<file path="src/rtl/gbc_sysram_pkg.sv">
// Shared types and default widths for the GBC system-RAM arbiter slice.
package gbc_sysram_pkg;

   localparam int unsigned SYSRAM_ADDR_W    = 15;
   localparam int unsigned SYSRAM_DATA_W    = 8;
   localparam int unsigned SYSRAM_READ_LAT  = 2;
   localparam int unsigned SYSRAM_AGE_LIMIT = 8;
   localparam int unsigned SYSRAM_AGE_W     = 8;

   // Owner of a BRAM access; NONE marks writes and idle slots in the tag pipe.
   typedef enum logic [1:0] {
      SRC_NONE,
      SRC_CPU,
      SRC_DMA,
      SRC_FILL
   } sysram_src_t;

endpackage

</file>
<file path="src/rtl/gbc_sysram_arbiter_if.sv">
// Request/grant/return bundle between the three requesters, the arbiter and the BRAM port.
interface gbc_sysram_arbiter_if #(
   parameter int unsigned AddrWidth = gbc_sysram_pkg::SYSRAM_ADDR_W
);
   import gbc_sysram_pkg::*;

   logic                     CpuReq;
   logic                     CpuWrite;
   logic [AddrWidth-1:0]     CpuAddr;
   logic [SYSRAM_DATA_W-1:0] CpuWData;
   logic                     CpuGrant;
   logic                     CpuRValid;
   logic                     CpuDelay;

   logic                     DmaReq;
   logic                     DmaWrite;
   logic [AddrWidth-1:0]     DmaAddr;
   logic [SYSRAM_DATA_W-1:0] DmaWData;
   logic                     DmaGrant;
   logic                     DmaRValid;

   logic                     FillReq;
   logic                     FillWrite;
   logic [AddrWidth-1:0]     FillAddr;
   logic [SYSRAM_DATA_W-1:0] FillWData;
   logic                     FillGrant;
   logic                     FillRValid;

   logic [SYSRAM_DATA_W-1:0] RData;

   logic                     RamEn;
   logic                     RamWe;
   logic [AddrWidth-1:0]     RamAddr;
   logic [SYSRAM_DATA_W-1:0] RamWData;
   logic [SYSRAM_DATA_W-1:0] RamRData;

   // Arbiter side
   modport slave (
      input  CpuReq, CpuWrite, CpuAddr, CpuWData,
      input  DmaReq, DmaWrite, DmaAddr, DmaWData,
      input  FillReq, FillWrite, FillAddr, FillWData,
      input  RamRData,
      output CpuGrant, CpuRValid, CpuDelay,
      output DmaGrant, DmaRValid,
      output FillGrant, FillRValid,
      output RData,
      output RamEn, RamWe, RamAddr, RamWData
   );

   // Requesters plus BRAM side
   modport master (
      output CpuReq, CpuWrite, CpuAddr, CpuWData,
      output DmaReq, DmaWrite, DmaAddr, DmaWData,
      output FillReq, FillWrite, FillAddr, FillWData,
      output RamRData,
      input  CpuGrant, CpuRValid, CpuDelay,
      input  DmaGrant, DmaRValid,
      input  FillGrant, FillRValid,
      input  RData,
      input  RamEn, RamWe, RamAddr, RamWData
   );

endinterface

</file>
<file path="src/rtl/gbc_sysram_tag_pipe.sv">
// Shift register carrying the owner tag of each issued BRAM access until its read data is due.
module gbc_sysram_tag_pipe
   import gbc_sysram_pkg::*;
#(
   parameter int unsigned Depth = SYSRAM_READ_LAT
) (
   input  logic        Clk,
   input  logic        ResetN,
   input  sysram_src_t i_tag,
   output sysram_src_t o_tag,
   output logic        o_cpu_pending
);

   sysram_src_t r_stage [Depth];

   always_ff @(posedge Clk or negedge ResetN) begin : shift_q
      if (!ResetN) begin
         for (int unsigned i = 0; i < Depth; i++) begin
            r_stage[i] <= SRC_NONE;
         end
      end else begin
         r_stage[0] <= i_tag;
         for (int unsigned i = 1; i < Depth; i++) begin
            r_stage[i] <= r_stage[i-1];
         end
      end
   end

   assign o_tag = r_stage[Depth-1];

   // Any CPU read still travelling through the BRAM latency window
   always_comb begin : cpu_scan
      o_cpu_pending = 1'b0;
      for (int unsigned i = 0; i < Depth; i++) begin
         if (r_stage[i] == SRC_CPU) begin
            o_cpu_pending = 1'b1;
         end
      end
   end

endmodule

</file>
<file path="src/rtl/gbc_sysram_arbiter.sv">
// Single-port system-RAM arbiter: CPU > DMA > Fill with age promotion for Fill,
// tagged read return and the CPU stall term for CATC.
module gbc_sysram_arbiter
   import gbc_sysram_pkg::*;
#(
   parameter int unsigned AddrWidth   = SYSRAM_ADDR_W,
   parameter int unsigned ReadLatency = SYSRAM_READ_LAT,
   parameter int unsigned AgeLimit    = SYSRAM_AGE_LIMIT
) (
   input  logic                Clk,
   input  logic                ResetN,
   gbc_sysram_arbiter_if.slave bus
);

   localparam int unsigned DataWidth = SYSRAM_DATA_W;
   localparam int unsigned AgeWidth  = SYSRAM_AGE_W;
   localparam logic [AgeWidth-1:0] AgeLim = AgeWidth'(AgeLimit);
   localparam logic [AgeWidth-1:0] AgeMax = '1;

   sysram_src_t            w_win;
   logic                   w_fill_prio;
   logic                   w_win_we;
   logic [AddrWidth-1:0]   w_win_addr;
   logic [DataWidth-1:0]   w_win_wdata;
   sysram_src_t            w_ret_tag;
   logic                   w_cpu_inflight;

   logic [AgeWidth-1:0]    r_age;
   logic                   r_ram_en;
   logic                   r_ram_we;
   logic [AddrWidth-1:0]   r_ram_addr;
   logic [DataWidth-1:0]   r_ram_wdata;
   sysram_src_t            r_issue_tag;
   logic [DataWidth-1:0]   r_rdata;
   logic                   r_cpu_rvalid;
   logic                   r_dma_rvalid;
   logic                   r_fill_rvalid;

   // Winner selection; Fill jumps DMA once it has waited AgeLimit cycles
   always_comb begin : arbitrate
      w_fill_prio = bus.FillReq && (r_age >= AgeLim);
      w_win       = SRC_NONE;
      w_win_we    = 1'b0;
      w_win_addr  = '0;
      w_win_wdata = '0;
      if (ResetN) begin
         if (bus.CpuReq) begin
            w_win       = SRC_CPU;
            w_win_we    = bus.CpuWrite;
            w_win_addr  = bus.CpuAddr;
            w_win_wdata = bus.CpuWData;
         end else if (bus.DmaReq && !w_fill_prio) begin
            w_win       = SRC_DMA;
            w_win_we    = bus.DmaWrite;
            w_win_addr  = bus.DmaAddr;
            w_win_wdata = bus.DmaWData;
         end else if (bus.FillReq) begin
            w_win       = SRC_FILL;
            w_win_we    = bus.FillWrite;
            w_win_addr  = bus.FillAddr;
            w_win_wdata = bus.FillWData;
         end
      end
   end

   assign bus.CpuGrant  = (w_win == SRC_CPU);
   assign bus.DmaGrant  = (w_win == SRC_DMA);
   assign bus.FillGrant = (w_win == SRC_FILL);

   // Fill starvation counter, saturating
   always_ff @(posedge Clk or negedge ResetN) begin : age_q
      if (!ResetN) begin
         r_age <= '0;
      end else if (!bus.FillReq || (w_win == SRC_FILL)) begin
         r_age <= '0;
      end else if (r_age != AgeMax) begin
         r_age <= r_age + AgeWidth'(1);
      end
   end

   // Registered BRAM command; address and data hold while idle
   always_ff @(posedge Clk or negedge ResetN) begin : issue_q
      if (!ResetN) begin
         r_ram_en    <= 1'b0;
         r_ram_we    <= 1'b0;
         r_ram_addr  <= '0;
         r_ram_wdata <= '0;
         r_issue_tag <= SRC_NONE;
      end else begin
         r_ram_en    <= (w_win != SRC_NONE);
         r_ram_we    <= w_win_we;
         r_issue_tag <= ((w_win != SRC_NONE) && !w_win_we) ? w_win : SRC_NONE;
         if (w_win != SRC_NONE) begin
            r_ram_addr  <= w_win_addr;
            r_ram_wdata <= w_win_wdata;
         end
      end
   end

   gbc_sysram_tag_pipe #(
      .Depth (ReadLatency)
   ) u_tag_pipe (
      .Clk           (Clk),
      .ResetN        (ResetN),
      .i_tag         (r_issue_tag),
      .o_tag         (w_ret_tag),
      .o_cpu_pending (w_cpu_inflight)
   );

   // Read return: capture BRAM data and steer the valid pulse to the tag owner
   always_ff @(posedge Clk or negedge ResetN) begin : return_q
      if (!ResetN) begin
         r_rdata       <= '0;
         r_cpu_rvalid  <= 1'b0;
         r_dma_rvalid  <= 1'b0;
         r_fill_rvalid <= 1'b0;
      end else begin
         r_cpu_rvalid  <= (w_ret_tag == SRC_CPU);
         r_dma_rvalid  <= (w_ret_tag == SRC_DMA);
         r_fill_rvalid <= (w_ret_tag == SRC_FILL);
         if (w_ret_tag != SRC_NONE) begin
            r_rdata <= bus.RamRData;
         end
      end
   end

   assign bus.RamEn      = r_ram_en;
   assign bus.RamWe      = r_ram_we;
   assign bus.RamAddr    = r_ram_addr;
   assign bus.RamWData   = r_ram_wdata;
   assign bus.RData      = r_rdata;
   assign bus.CpuRValid  = r_cpu_rvalid;
   assign bus.DmaRValid  = r_dma_rvalid;
   assign bus.FillRValid = r_fill_rvalid;

   // Stall while the CPU waits for a grant or for its read data to come back
   assign bus.CpuDelay = ResetN &&
                         ((bus.CpuReq && (w_win != SRC_CPU)) ||
                          (r_issue_tag == SRC_CPU) ||
                          w_cpu_inflight);

endmodule
</file>
<file path="src/flat_wrapper.sv">
// flat-port wrapper written by rule: the top's interface ports become plain ports
module gbc_sysram_arbiter_flat import gbc_sysram_pkg::*;
#(
   parameter int unsigned AddrWidth   = SYSRAM_ADDR_W,
   parameter int unsigned ReadLatency = SYSRAM_READ_LAT,
   parameter int unsigned AgeLimit    = SYSRAM_AGE_LIMIT
)
  (Clk, ResetN, bus_CpuReq, bus_CpuWrite, bus_CpuAddr, bus_CpuWData, bus_DmaReq, bus_DmaWrite, bus_DmaAddr, bus_DmaWData, bus_FillReq, bus_FillWrite, bus_FillAddr, bus_FillWData, bus_RamRData, bus_CpuGrant, bus_CpuRValid, bus_CpuDelay, bus_DmaGrant, bus_DmaRValid, bus_FillGrant, bus_FillRValid, bus_RData, bus_RamEn, bus_RamWe, bus_RamAddr, bus_RamWData);
  gbc_sysram_arbiter_if #(.AddrWidth(AddrWidth)) bus_i ();
  input  logic Clk;
  input  logic ResetN;
  input wire logic [$bits(bus_i.CpuReq)-1:0] bus_CpuReq;
  input wire logic [$bits(bus_i.CpuWrite)-1:0] bus_CpuWrite;
  input wire logic [$bits(bus_i.CpuAddr)-1:0] bus_CpuAddr;
  input wire logic [$bits(bus_i.CpuWData)-1:0] bus_CpuWData;
  input wire logic [$bits(bus_i.DmaReq)-1:0] bus_DmaReq;
  input wire logic [$bits(bus_i.DmaWrite)-1:0] bus_DmaWrite;
  input wire logic [$bits(bus_i.DmaAddr)-1:0] bus_DmaAddr;
  input wire logic [$bits(bus_i.DmaWData)-1:0] bus_DmaWData;
  input wire logic [$bits(bus_i.FillReq)-1:0] bus_FillReq;
  input wire logic [$bits(bus_i.FillWrite)-1:0] bus_FillWrite;
  input wire logic [$bits(bus_i.FillAddr)-1:0] bus_FillAddr;
  input wire logic [$bits(bus_i.FillWData)-1:0] bus_FillWData;
  input wire logic [$bits(bus_i.RamRData)-1:0] bus_RamRData;
  output wire logic [$bits(bus_i.CpuGrant)-1:0] bus_CpuGrant;
  output wire logic [$bits(bus_i.CpuRValid)-1:0] bus_CpuRValid;
  output wire logic [$bits(bus_i.CpuDelay)-1:0] bus_CpuDelay;
  output wire logic [$bits(bus_i.DmaGrant)-1:0] bus_DmaGrant;
  output wire logic [$bits(bus_i.DmaRValid)-1:0] bus_DmaRValid;
  output wire logic [$bits(bus_i.FillGrant)-1:0] bus_FillGrant;
  output wire logic [$bits(bus_i.FillRValid)-1:0] bus_FillRValid;
  output wire logic [$bits(bus_i.RData)-1:0] bus_RData;
  output wire logic [$bits(bus_i.RamEn)-1:0] bus_RamEn;
  output wire logic [$bits(bus_i.RamWe)-1:0] bus_RamWe;
  output wire logic [$bits(bus_i.RamAddr)-1:0] bus_RamAddr;
  output wire logic [$bits(bus_i.RamWData)-1:0] bus_RamWData;
  assign bus_i.CpuReq = bus_CpuReq;
  assign bus_i.CpuWrite = bus_CpuWrite;
  assign bus_i.CpuAddr = bus_CpuAddr;
  assign bus_i.CpuWData = bus_CpuWData;
  assign bus_i.DmaReq = bus_DmaReq;
  assign bus_i.DmaWrite = bus_DmaWrite;
  assign bus_i.DmaAddr = bus_DmaAddr;
  assign bus_i.DmaWData = bus_DmaWData;
  assign bus_i.FillReq = bus_FillReq;
  assign bus_i.FillWrite = bus_FillWrite;
  assign bus_i.FillAddr = bus_FillAddr;
  assign bus_i.FillWData = bus_FillWData;
  assign bus_i.RamRData = bus_RamRData;
  assign bus_CpuGrant = bus_i.CpuGrant;
  assign bus_CpuRValid = bus_i.CpuRValid;
  assign bus_CpuDelay = bus_i.CpuDelay;
  assign bus_DmaGrant = bus_i.DmaGrant;
  assign bus_DmaRValid = bus_i.DmaRValid;
  assign bus_FillGrant = bus_i.FillGrant;
  assign bus_FillRValid = bus_i.FillRValid;
  assign bus_RData = bus_i.RData;
  assign bus_RamEn = bus_i.RamEn;
  assign bus_RamWe = bus_i.RamWe;
  assign bus_RamAddr = bus_i.RamAddr;
  assign bus_RamWData = bus_i.RamWData;
  gbc_sysram_arbiter #(.AddrWidth(AddrWidth), .ReadLatency(ReadLatency), .AgeLimit(AgeLimit)) u_core (.Clk(Clk), .ResetN(ResetN), .bus(bus_i));
endmodule
</file>
<file path="config.mk">
export PLATFORM = sky130hd
export DESIGN_NAME = gbc_sysram_arbiter_flat
export DESIGN_NICKNAME = d
export VERILOG_FILES = /design/src/rtl/gbc_sysram_pkg.sv /design/src/rtl/gbc_sysram_arbiter_if.sv /design/src/rtl/gbc_sysram_tag_pipe.sv /design/src/rtl/gbc_sysram_arbiter.sv /design/src/flat_wrapper.sv
export SDC_FILE = /design/constraint.sdc
export NUM_CORES = 1
export LEC_CHECK = 0
export BUFFER_PORTS_ARGS = -buffer_cell sky130_fd_sc_hd__buf_2
export CELL_PAD_IN_SITES_DETAIL_PLACEMENT = 0
export CELL_PAD_IN_SITES_GLOBAL_PLACEMENT = 1
export CORE_MARGIN = 2
export CORE_UTILIZATION = 25
export DETAILED_ROUTE_END_ITERATION = 16
export GPL_TIMING_DRIVEN = 1
export PLACE_DENSITY_LB_ADDON = 0.1
export SYNTH_ARGS = -nofsm -noshare
export SYNTH_HDL_FRONTEND = slang
export SYNTH_HIERARCHICAL = 1
export SYNTH_SLANG_ARGS = --single-unit
</file>
<file path="constraint.sdc">
create_clock -name Clk -period 1.9 [get_ports Clk]
set_clock_uncertainty 0.1 [all_clocks]
set_input_delay 0.19 -clock Clk [delete_from_list [all_inputs] [get_ports Clk]]
set_output_delay 0.19 -clock Clk [all_outputs]
set_load 0.005 [all_outputs]
</file>
==> results of run 1 <==
[placed cells by master, fill, tap and decap left out, types with 3 or more instances in the layout]
cell type      netlist  layout
a21oi_1             24      24
a22oi_1             23      23
and2_1               4       4
and3_1              25      25
and3_2               3       3
buf_2                2     124
buf_4                2      11
clkbuf_8             0       5
dfrtp_1             50      49
dlygate4sd3_1        0       5
inv_1                6       6
mux2_2               8       8
nand2_1              5       5
nor2_1              11      11
nor2b_1              4       4
nor3_1               4       3
o21ai_0             20      20
o21ai_1              3       3
[worst max-delay path, delay by kind of cell (launching register included)]
kind | cells | cell delay [ns]
buffers and inverters | 1 | 0.14
flip-flops | 1 | 0.46
AND/OR/NAND/NOR | 2 | 0.49
AO/OA/AOI/OAI | 1 | 0.16
[synthesized netlist by cell type, drive strengths merged]
master   n
a211oi   2
and2b    1
mux2i    2
dfrtp   50
clkbuf  10
a21boi   1
nand2    5
nor3     4
nor2b    4
nor2    11
nor4     1
buf      7
a22oi   23
inv      6
and2     4
o21ai   24
and3    28
xnor2    1
nand3    2
xor2     1
or3      1
a21oi   25
a22o     1
o22ai    1
mux2     8
or2      1
a221oi   1
ha       2
nand2b   2
o31ai    1
o21a     1
nor3b    1
[what timing repair did]
action | 4_1_cts | 5_1_grt
resized for setup | 2 | 4
hold buffers | 1 | 4
buffers inserted | 2 | 0
pin swaps | 3 | 1
endpoints found under the setup margin | 1 | 28
endpoints found under the hold margin | 50 | 4
gates cloned | 0 | 1
[power groups by stage]
stage                     clock network (mW)  logic, mW  registers (mW)
final                                  0.779      0.527            1.24
after global routing                   0.858      0.596            1.26
after CTS                              0.819      0.528            1.24
after detailed placement                   0      0.522            1.26
after global placement                     0      0.519            1.26
after floorplan                            0      0.216            1.27
[per-stage QoR]
stage          setup slack, ns  util [%]
2_1_floorplan            0.158         -
3_3_place_gp             0.114      34.4
3_5_place_dp            0.0654      34.4
4_1_cts                0.00229      36.0
5_1_grt               0.000685      36.8
6_report                0.0589      36.8
[final timing paths]
kind / from / end / slack, ns / cells after the start
max: u_core/r_age[7] / bus_DmaGrant / 0.06 / 4
min: bus_RamRData[6] / u_core/bus.RData[6] / 0.02 / 2
max reg2reg: u_core/r_age[7] / u_core/r_issue_tag[1] / 0.08 / 5
min reg2reg: u_core/r_issue_tag[0] / u_core/u_tag_pipe/r_stage[2] / 0.28 / 0
max in group asynchronous: ResetN / u_core/r_age[7] / 1.08 / 3
min in group asynchronous: ResetN / u_core/bus.RamWData[0] / 0.39 / 3
[cells by family after synthesis]
group                      share of synthesized area, %
DFF                                                51.5
and+or+nand+nor                                    15.9
AOI/OAI and AO/OA                                  21.3
muxes                                              4.53
xor gates and xnor gates                          0.721
adders and majority gates                          1.03
buffers and inverters                              4.95
[sequential cells by signal, summed over array words and instances (netlist names)]
name,flops
u_core/bus.RamWe,1
u_core/bus.FillRValid,1
u_core/r_age,8
u_core/bus.RamAddr,15
u_core/bus.RamEn,1
u_core/u_tag_pipe/o_tag,2
u_core/u_tag_pipe/r_stage,2
u_core/bus.CpuRValid,1
u_core/bus.RamWData,8
u_core/bus.DmaRValid,1
u_core/bus.RData,8
u_core/r_issue_tag,2
[area by class of cell]
type	count	area [um2]	area share (%)
clock buffers	5	68.8	2.01
clock inverters	3	45.0	1.31
multi-input cells	160	1100	32.2
repair buffers	141	773	22.5
diodes	1	2.50	0.0729
flip-flops and latches	50	1250	36.5
inverters	6	22.5	0.656
well taps	129	161	4.70
[metal layers]
layer  wire length [um]  global-route usage, %
met1               3360                   18.3
met2               3880                   24.2
met3                442                   3.12
met4                 71                   3.38
met5                 13                      0
==> out/qor.csv, run 1 <==
metric,value,unit
cell accounting for the most synthesized area,dfrtp_1,
critical path's largest stage delay,0.46,ns
Psw,0.700,mW
Sw Share,27.5,%
clock slew at reported path FFs,0.10,ns
TritonCTS buffer count,5,
cell internal pwr,1.85,mW
Final Max Slew Viols,0,
post-route cell area,0.00343,mm2
Std-Cell Core Area,0.00933,mm2
vias in the first global route,2234,
# setup viols final,0,
status,"complete, no violations",
YS warnings,6,
clock power share,30.6,%
total track usage,14.2,%
Logic pwr share,20.7,%
CTS tree,done,
Avg Synthesized Cell Area,10.5,um2
"Seq/Total Area, Yosys",51.5,%
Hold WS,0.0160,ns
fin nets,451,
Cells after Synth,232,
Post-Route WL,7.77,mm
Slew @ Worst Pin,0.476,ns
H-tree depth,2,
Routed Antenna Nets,0,
Max-slew headroom,68.2,%
post-DP HPWL,5.34,mm
CP Cell Sequence,nor4_4 > a22o_4 > nor2b_1 > buf_2,
mapped cell area,0.00243,mm2
first-pass GRT wire length,11.4,mm
Yosys cell types,41,
total congestion overflow,0,
crit end category,output pin,
average wire per standard cell,15.7,um
pwr/cell area,743,mW/mm2
Flop pwr share,48.7,%
number of top-level pins,125,
Die Span Y,103,um
Synth Register Bits,50,
fill count,976,
vias post-DR,2265,
unrepaired setup endpoints after global routing,false,
Worst Path Required,1.61,ns
Iteration-0 DRC Markers,39,
initial antenna violation count,1,
Max Cap Viol,0,
Yosys top cell area share,51.5,%
placed cell areas,0.00321,mm2
worst min path class,input pin to flop,
syn_nets,319,
area grow syn2layout,41.3,%
Residual DRC,0,
clk_lat worst skew,0.30,ns
leakage dissipation,1.75,nW
CTS max path bufs,2,
CP arrival,1.55,ns
row cnt,35,
Final min period,1.84,ns
die area,0.0105,mm2
Setup TNS Final,0,ns
Inst Count DP,478,
Die Wd,103,um
fmax,543,MHz
endpoints failing hold,0,
share of layout cells above drive strength 1,46.8,%
Final Wtd Congestion,0.777,
worst vdd ir,0.000282,V
crit-path max FO,5,
1st-pass router iterations,6,
Tot Pwr,2.55,mW
main area contributors after synthesis,"dfrtp_1 (52%), a22oi_1 (7.1%), and3_1 (6.4%)",
root buffer cell,clkbuf_8,
critical path type,flop to output pin,
Clock Sinks,50,
largest net degree at the start of global routing,49,
Initial Util,26.0,%
Critical Path Source Type,flop,
period utilization,96.9,%
drt via density,4.58,
final non-filler cell total,495,
Slowest cell on crit path,dfrtp_2,
IO buf count,124,
No activity file was read; power rests on OpenSTA's default activity.
==> run 2: changes to the inputs <==
--- a/config.mk
+++ b/config.mk
@@ -12,7 +12,7 @@
 export CORE_UTILIZATION = 25
 export DETAILED_ROUTE_END_ITERATION = 16
 export GPL_TIMING_DRIVEN = 1
-export PLACE_DENSITY_LB_ADDON = 0.1
+export PLACE_DENSITY = 0.73
 export SYNTH_ARGS = -nofsm -noshare
 export SYNTH_HDL_FRONTEND = slang
 export SYNTH_HIERARCHICAL = 1
==> constraint.sdc (replaced) <==
create_clock -name Clk -period 1.9 [get_ports Clk]
set_clock_uncertainty 0.1 [all_clocks]
set_input_delay 0.285 -clock Clk [delete_from_list [all_inputs] [get_ports Clk]]
set_output_delay 0.285 -clock Clk [all_outputs]
set_load 0.005 [all_outputs]
==> out/qor.csv, run 2 (same netlist as run 1, synthesis figures left out) <==
metric,value,unit
H-tree depth,2,
placed cell areas,0.00320,mm2
root buffer cell,clkbuf_8,
Worst Path Required,1.51,ns
share of layout cells above drive strength 1,47.8,%
period utilization,101,%
clk_lat worst skew,0.29,ns
worst vdd ir,0.000252,V
Max-slew headroom,45.5,%
max reg flops,15,
Sw Share,26.4,%
pwr/cell area,736,mW/mm2
Tot Pwr,2.51,mW
"most common cell after layout, fill and taps aside",buf_2,
cell internal pwr,1.85,mW
fill count,974,
Post-Route WL,7.37,mm
endpoints failing hold,0,
CTS max path bufs,2,
post-DP HPWL,4.94,mm
die area,0.0105,mm2
unrepaired setup endpoints after global routing,true,
area grow syn2layout,40.4,%
most frequent cells in the layout,"buf_2 (124), dfrtp_1 (48), and3_1 (25)",
GR peak layer,met2,
largest net degree at the start of global routing,26,
failing checks,setup timing,
Die Span Y,103,um
Iteration-0 DRC Markers,108,
Residual DRC,0,
fin nets,452,
Psw,0.663,mW
Slew @ Worst Pin,0.815,ns
Critical Path Source Type,flop,
clock slew at reported path FFs,0.09,ns
# setup viols final,1,
Logic pwr share,20.9,%
IO buf count,124,
TritonCTS buffer count,5,
vias post-DR,2322,
worst min path class,input pin to async pin,
M2 GR Usage,21.8,%
crit end category,output pin,
met3 Usage GRT,2.58,%
1st-pass router iterations,4,
Final Wtd Congestion,0.773,
total congestion overflow,0,
Flop pwr share,49.4,%
Slowest cell on crit path,dfrtp_1,
clock power share,29.7,%
fmax,524,MHz
status,"complete, but fails checks",
Final min period,1.91,ns
post-route cell area,0.00341,mm2
Inserted Diodes,0,
CP Cell Sequence,nor4_4 > a22o_2 > nor2b_4 > buf_2,
Post-Place Worst Slack,0.0424,ns
leakage dissipation,1.76,nW
first-pass GRT wire length,10.7,mm
Routed Antenna Nets,0,
average wire per standard cell,14.9,um
critical path type,flop to output pin,
Initial Util,26.0,%
drt via density,4.69,
Die Wd,103,um
crit-path max FO,5,
initial antenna violation count,0,
Std-Cell Core Area,0.00933,mm2
Max Cap Viol,0,
vias in the first global route,2194,
final core occ,36.6,%
final worst-path setup slack,-0.00984,ns
Final Max Slew Viols,0,
critical path's largest stage delay,0.47,ns
total track usage,12.9,%
number of top-level pins,125,
Clock Sinks,50,
row cnt,35,
met1 Use GR,16.9,%
CTS tree,done,
CP arrival,1.52,ns
-- run 2: cell types whose count changed in the layout (fill, tap and decap cells not counted), sizes merged --
cell,delta
dlygate4sd3,-3
clkbuf,+2
clkinvlp,-2
diode,-1
buf,+4
-- run 2: final timing paths --
check | startpoint | to | slack [ns] | cells after the start
max | u_core/r_age[6] | bus_DmaGrant | -0.01 | 4
min | ResetN | u_core/u_tag_pipe/o_tag[0] | 0.07 | 3
max reg2reg | u_core/r_age[6] | u_core/bus.RamAddr[8] | 0.04 | 5
min reg2reg | u_core/u_tag_pipe/r_stage[2] | u_core/u_tag_pipe/o_tag[0] | 0.28 | 0
min in group Clk | bus_RamRData[1] | u_core/bus.RData[1] | 0.12 | 2
max in group asynchronous | ResetN | u_core/bus.RamWData[0] | 0.34 | 3
-- run 2: metal layers --
metal  share of wire [%]  wire length (um)
met1                  43              3190
met2                  50              3710
met3                 5.9               438
met4                0.53                39
met5                   0                 0
-- run 2: power groups by stage --
| stage | registers, mW | clock network (mW) | logic, mW |
|---|---|---|---|
| CTS | 1.24 | 0.783 | 0.526 |
| finish | 1.24 | 0.745 | 0.525 |
| global placement | 1.26 | 0 | 0.507 |
| global route | 1.26 | 0.803 | 0.590 |
| detailed placement | 1.26 | 0 | 0.515 |
| floorplan | 1.27 | 0 | 0.216 |
-- run 2: per-stage QoR --
stage	std cells	TNS, ns	hold WS, ns
CTS	492	-0.00584	0.0672
detailed placement	478	0	0.261
global placement	478	0	0.259
global route	495	-0.0792	0.0995
finish	495	-0.00984	0.0730
floorplan	232	0	-0.111
-- run 2: cell type report --
| cell class | instances | area (um2) | share of cell area (%) |
|---|---|---|---|
| clock inverters | 1 | 30.0 | 0.880 |
| multi-input cells | 160 | 1110 | 32.4 |
| repair buffers | 142 | 761 | 22.3 |
| inverters | 6 | 22.5 | 0.660 |
| well taps | 129 | 161 | 4.73 |
| clock buffers | 7 | 76.3 | 2.24 |
| flip-flops and latches | 50 | 1250 | 36.8 |
-- run 2: repair_timing --
action                     4_1_cts  5_1_grt
cloned                           0        1
hold endpoints to repair        32        0
pin swaps                        2        1
resized for setup                5        3
buffers inserted                 4        2
hold buffers                     2        0
setup endpoints to repair        2       30
-- run 2: worst max-delay path: cells and delay by family, from the launching register on --
kind,cells,cell delay [ns]
flip-flops,1,0.47
buffers and inverters,1,0.12
AO/OA/AOI/OAI,1,0.20
AND/OR/NAND/NOR,2,0.44
==> run 3: changes to the inputs <==
--- a/config.mk
+++ b/config.mk
@@ -6,13 +6,13 @@
 export NUM_CORES = 1
 export LEC_CHECK = 0
 export BUFFER_PORTS_ARGS = -buffer_cell sky130_fd_sc_hd__buf_2
-export CELL_PAD_IN_SITES_DETAIL_PLACEMENT = 0
-export CELL_PAD_IN_SITES_GLOBAL_PLACEMENT = 1
 export CORE_MARGIN = 2
 export CORE_UTILIZATION = 25
 export DETAILED_ROUTE_END_ITERATION = 16
 export GPL_TIMING_DRIVEN = 1
-export PLACE_DENSITY = 0.73
+export PLACE_DENSITY = 0.59
+export REMOVE_ABC_BUFFERS = 1
+export SETUP_SLACK_MARGIN = 0.4
 export SYNTH_ARGS = -nofsm -noshare
 export SYNTH_HDL_FRONTEND = slang
 export SYNTH_HIERARCHICAL = 1
==> out/qor.csv, run 3 (same netlist as run 1, synthesis figures left out) <==
metric,value,unit
status,"complete, but fails checks",
failing checks,setup timing,
worst vdd ir,0.000286,V
CTS tree,done,
TritonCTS buffer count,5,
area grow syn2layout,57.0,%
drt via density,4.72,
Iteration-0 DRC Markers,81,
first-pass GRT wire length,12.4,mm
Die Wd,103,um
clock slew at reported path FFs,0.09,ns
largest net degree at the start of global routing,67,
Critical Path Source Type,flop,
die area,0.0105,mm2
Slew @ Worst Pin,0.511,ns
Die Span Y,103,um
met2 wire len,4.14,mm
root buffer cell,clkbuf_8,
period utilization,103,%
max reg flops,15,
crit-path max FO,3,
Initial Util,26.0,%
CTS max path bufs,2,
total track usage,15.4,%
met3 WL,435,um
max layer used,met4,
leakage dissipation,1.88,nW
Setup TNS Final,-0.0880,ns
Routed Antenna Nets,0,
post-route cell area,0.00381,mm2
Residual DRC,0,
unrepaired setup endpoints after global routing,true,
fmax,513,MHz
Post-Route WL,8.07,mm
R2R Setup Slk,0.01,ns
H-tree depth,2,
Final Wtd Congestion,0.733,
"most common cell after layout, fill and taps aside",buf_2,
# setup viols final,2,
post-DP HPWL,4.93,mm
total congestion overflow,0,
placed cell areas,0.00319,mm2
Max-slew headroom,66.0,%
CP arrival,1.56,ns
Max Cap Viol,0,
initial antenna violation count,1,
most frequent cells in the layout,"buf_2 (124), dfrtp_1 (46), and3_1 (25)",
1st-pass router iterations,4,
Hold WS,0.0165,ns
Clock Sinks,50,
Final min period,1.95,ns
critical path type,flop to output pin,
Slowest cell on crit path,dfrtp_2,
crit end category,output pin,
worst min path class,input pin to async pin,
number of top-level pins,125,
fin nets,467,
final worst-path setup slack,-0.0492,ns
final core occ,40.9,%
Std-Cell Core Area,0.00933,mm2
average wire per standard cell,15.8,um
endpoints failing hold,0,
Worst Path Required,1.51,ns
M1 WL,3.41,mm
Tot Pwr,2.53,mW
vias post-DR,2412,
pwr/cell area,664,mW/mm2
clk_lat worst skew,0.30,ns
WP buf/inv,2,
vias in the first global route,2541,
IO buf count,124,
Final Max Slew Viols,0,
CP top delay family,simple AND/OR/NAND/NOR gates,
CP Cell Sequence,nor4_4 > buf_4 > and2_4 > nor3_2 > buf_2,
critical path's largest stage delay,0.44,ns
row cnt,35,
share of layout cells above drive strength 1,59.8,%
[run 3: what timing repair did]
item | in CTS | in global routing
buffers inserted | 18 | 3
endpoints found under the setup margin | 37 | 38
pin swaps | 38 | 4
hold buffers | 1 | 1
endpoints found under the hold margin | 50 | 8
resized for setup | 71 | 8
gates cloned | 2 | 1
[run 3: worst paths after layout]
path                       cells after the start             startpoint                            to
min in group Clk                               2        bus_RamRData[1]           u_core/bus.RData[1]
max                                            5        u_core/r_age[4]                 bus_FillGrant
max in group asynchronous                      3                 ResetN           u_core/bus.RData[3]
max reg2reg                                    9        u_core/r_age[4]               u_core/r_age[2]
min                                            2                 ResetN         u_core/r_issue_tag[1]
min reg2reg                                    0  u_core/r_issue_tag[0]  u_core/u_tag_pipe/r_stage[2]
[run 3: stage by stage]
step	instances	worst slack (ns)
2_1_floorplan	215	-0.0828
3_3_place_gp	476	0.0516
3_5_place_dp	476	-0.0440
4_1_cts	505	-0.0574
5_1_grt	510	-0.128
6_report	511	-0.0492
[run 3: per-layer routing]
layer	vias to the layer above	track usage (%)
met5	-	0
met4	0	4.51
met3	6	3.32
met2	70	28.0
met1	1196	18.1
li1	1140	-
[run 3: area by class of cell]
type                       instances  area [um2]
antenna                            1        2.50
clock buffer                       6        82.6
clock inverter                     2        12.5
fill                             911        5520
inverter                           6        22.5
multi-input combinational        160        1270
sequential                        50        1260
tap                              129         161
timing repair buffer             157        1000
[run 3: power by group]
part	total, mW	internal, mW	switching [mW]
sequential	1.25	1.18	0.0632
clock	0.656	0.294	0.363
combinational	0.630	0.335	0.295
total	2.53	1.81	0.721
[run 3: worst reg2reg max path, delay by kind of cell, from the launching register on]
kind                   cells  cell delay (ns)
buffers and inverters      5             0.52
AO/OA/AOI/OAI              2             0.28
AND/OR/NAND/NOR            2             0.47
flip-flops                 1             0.44
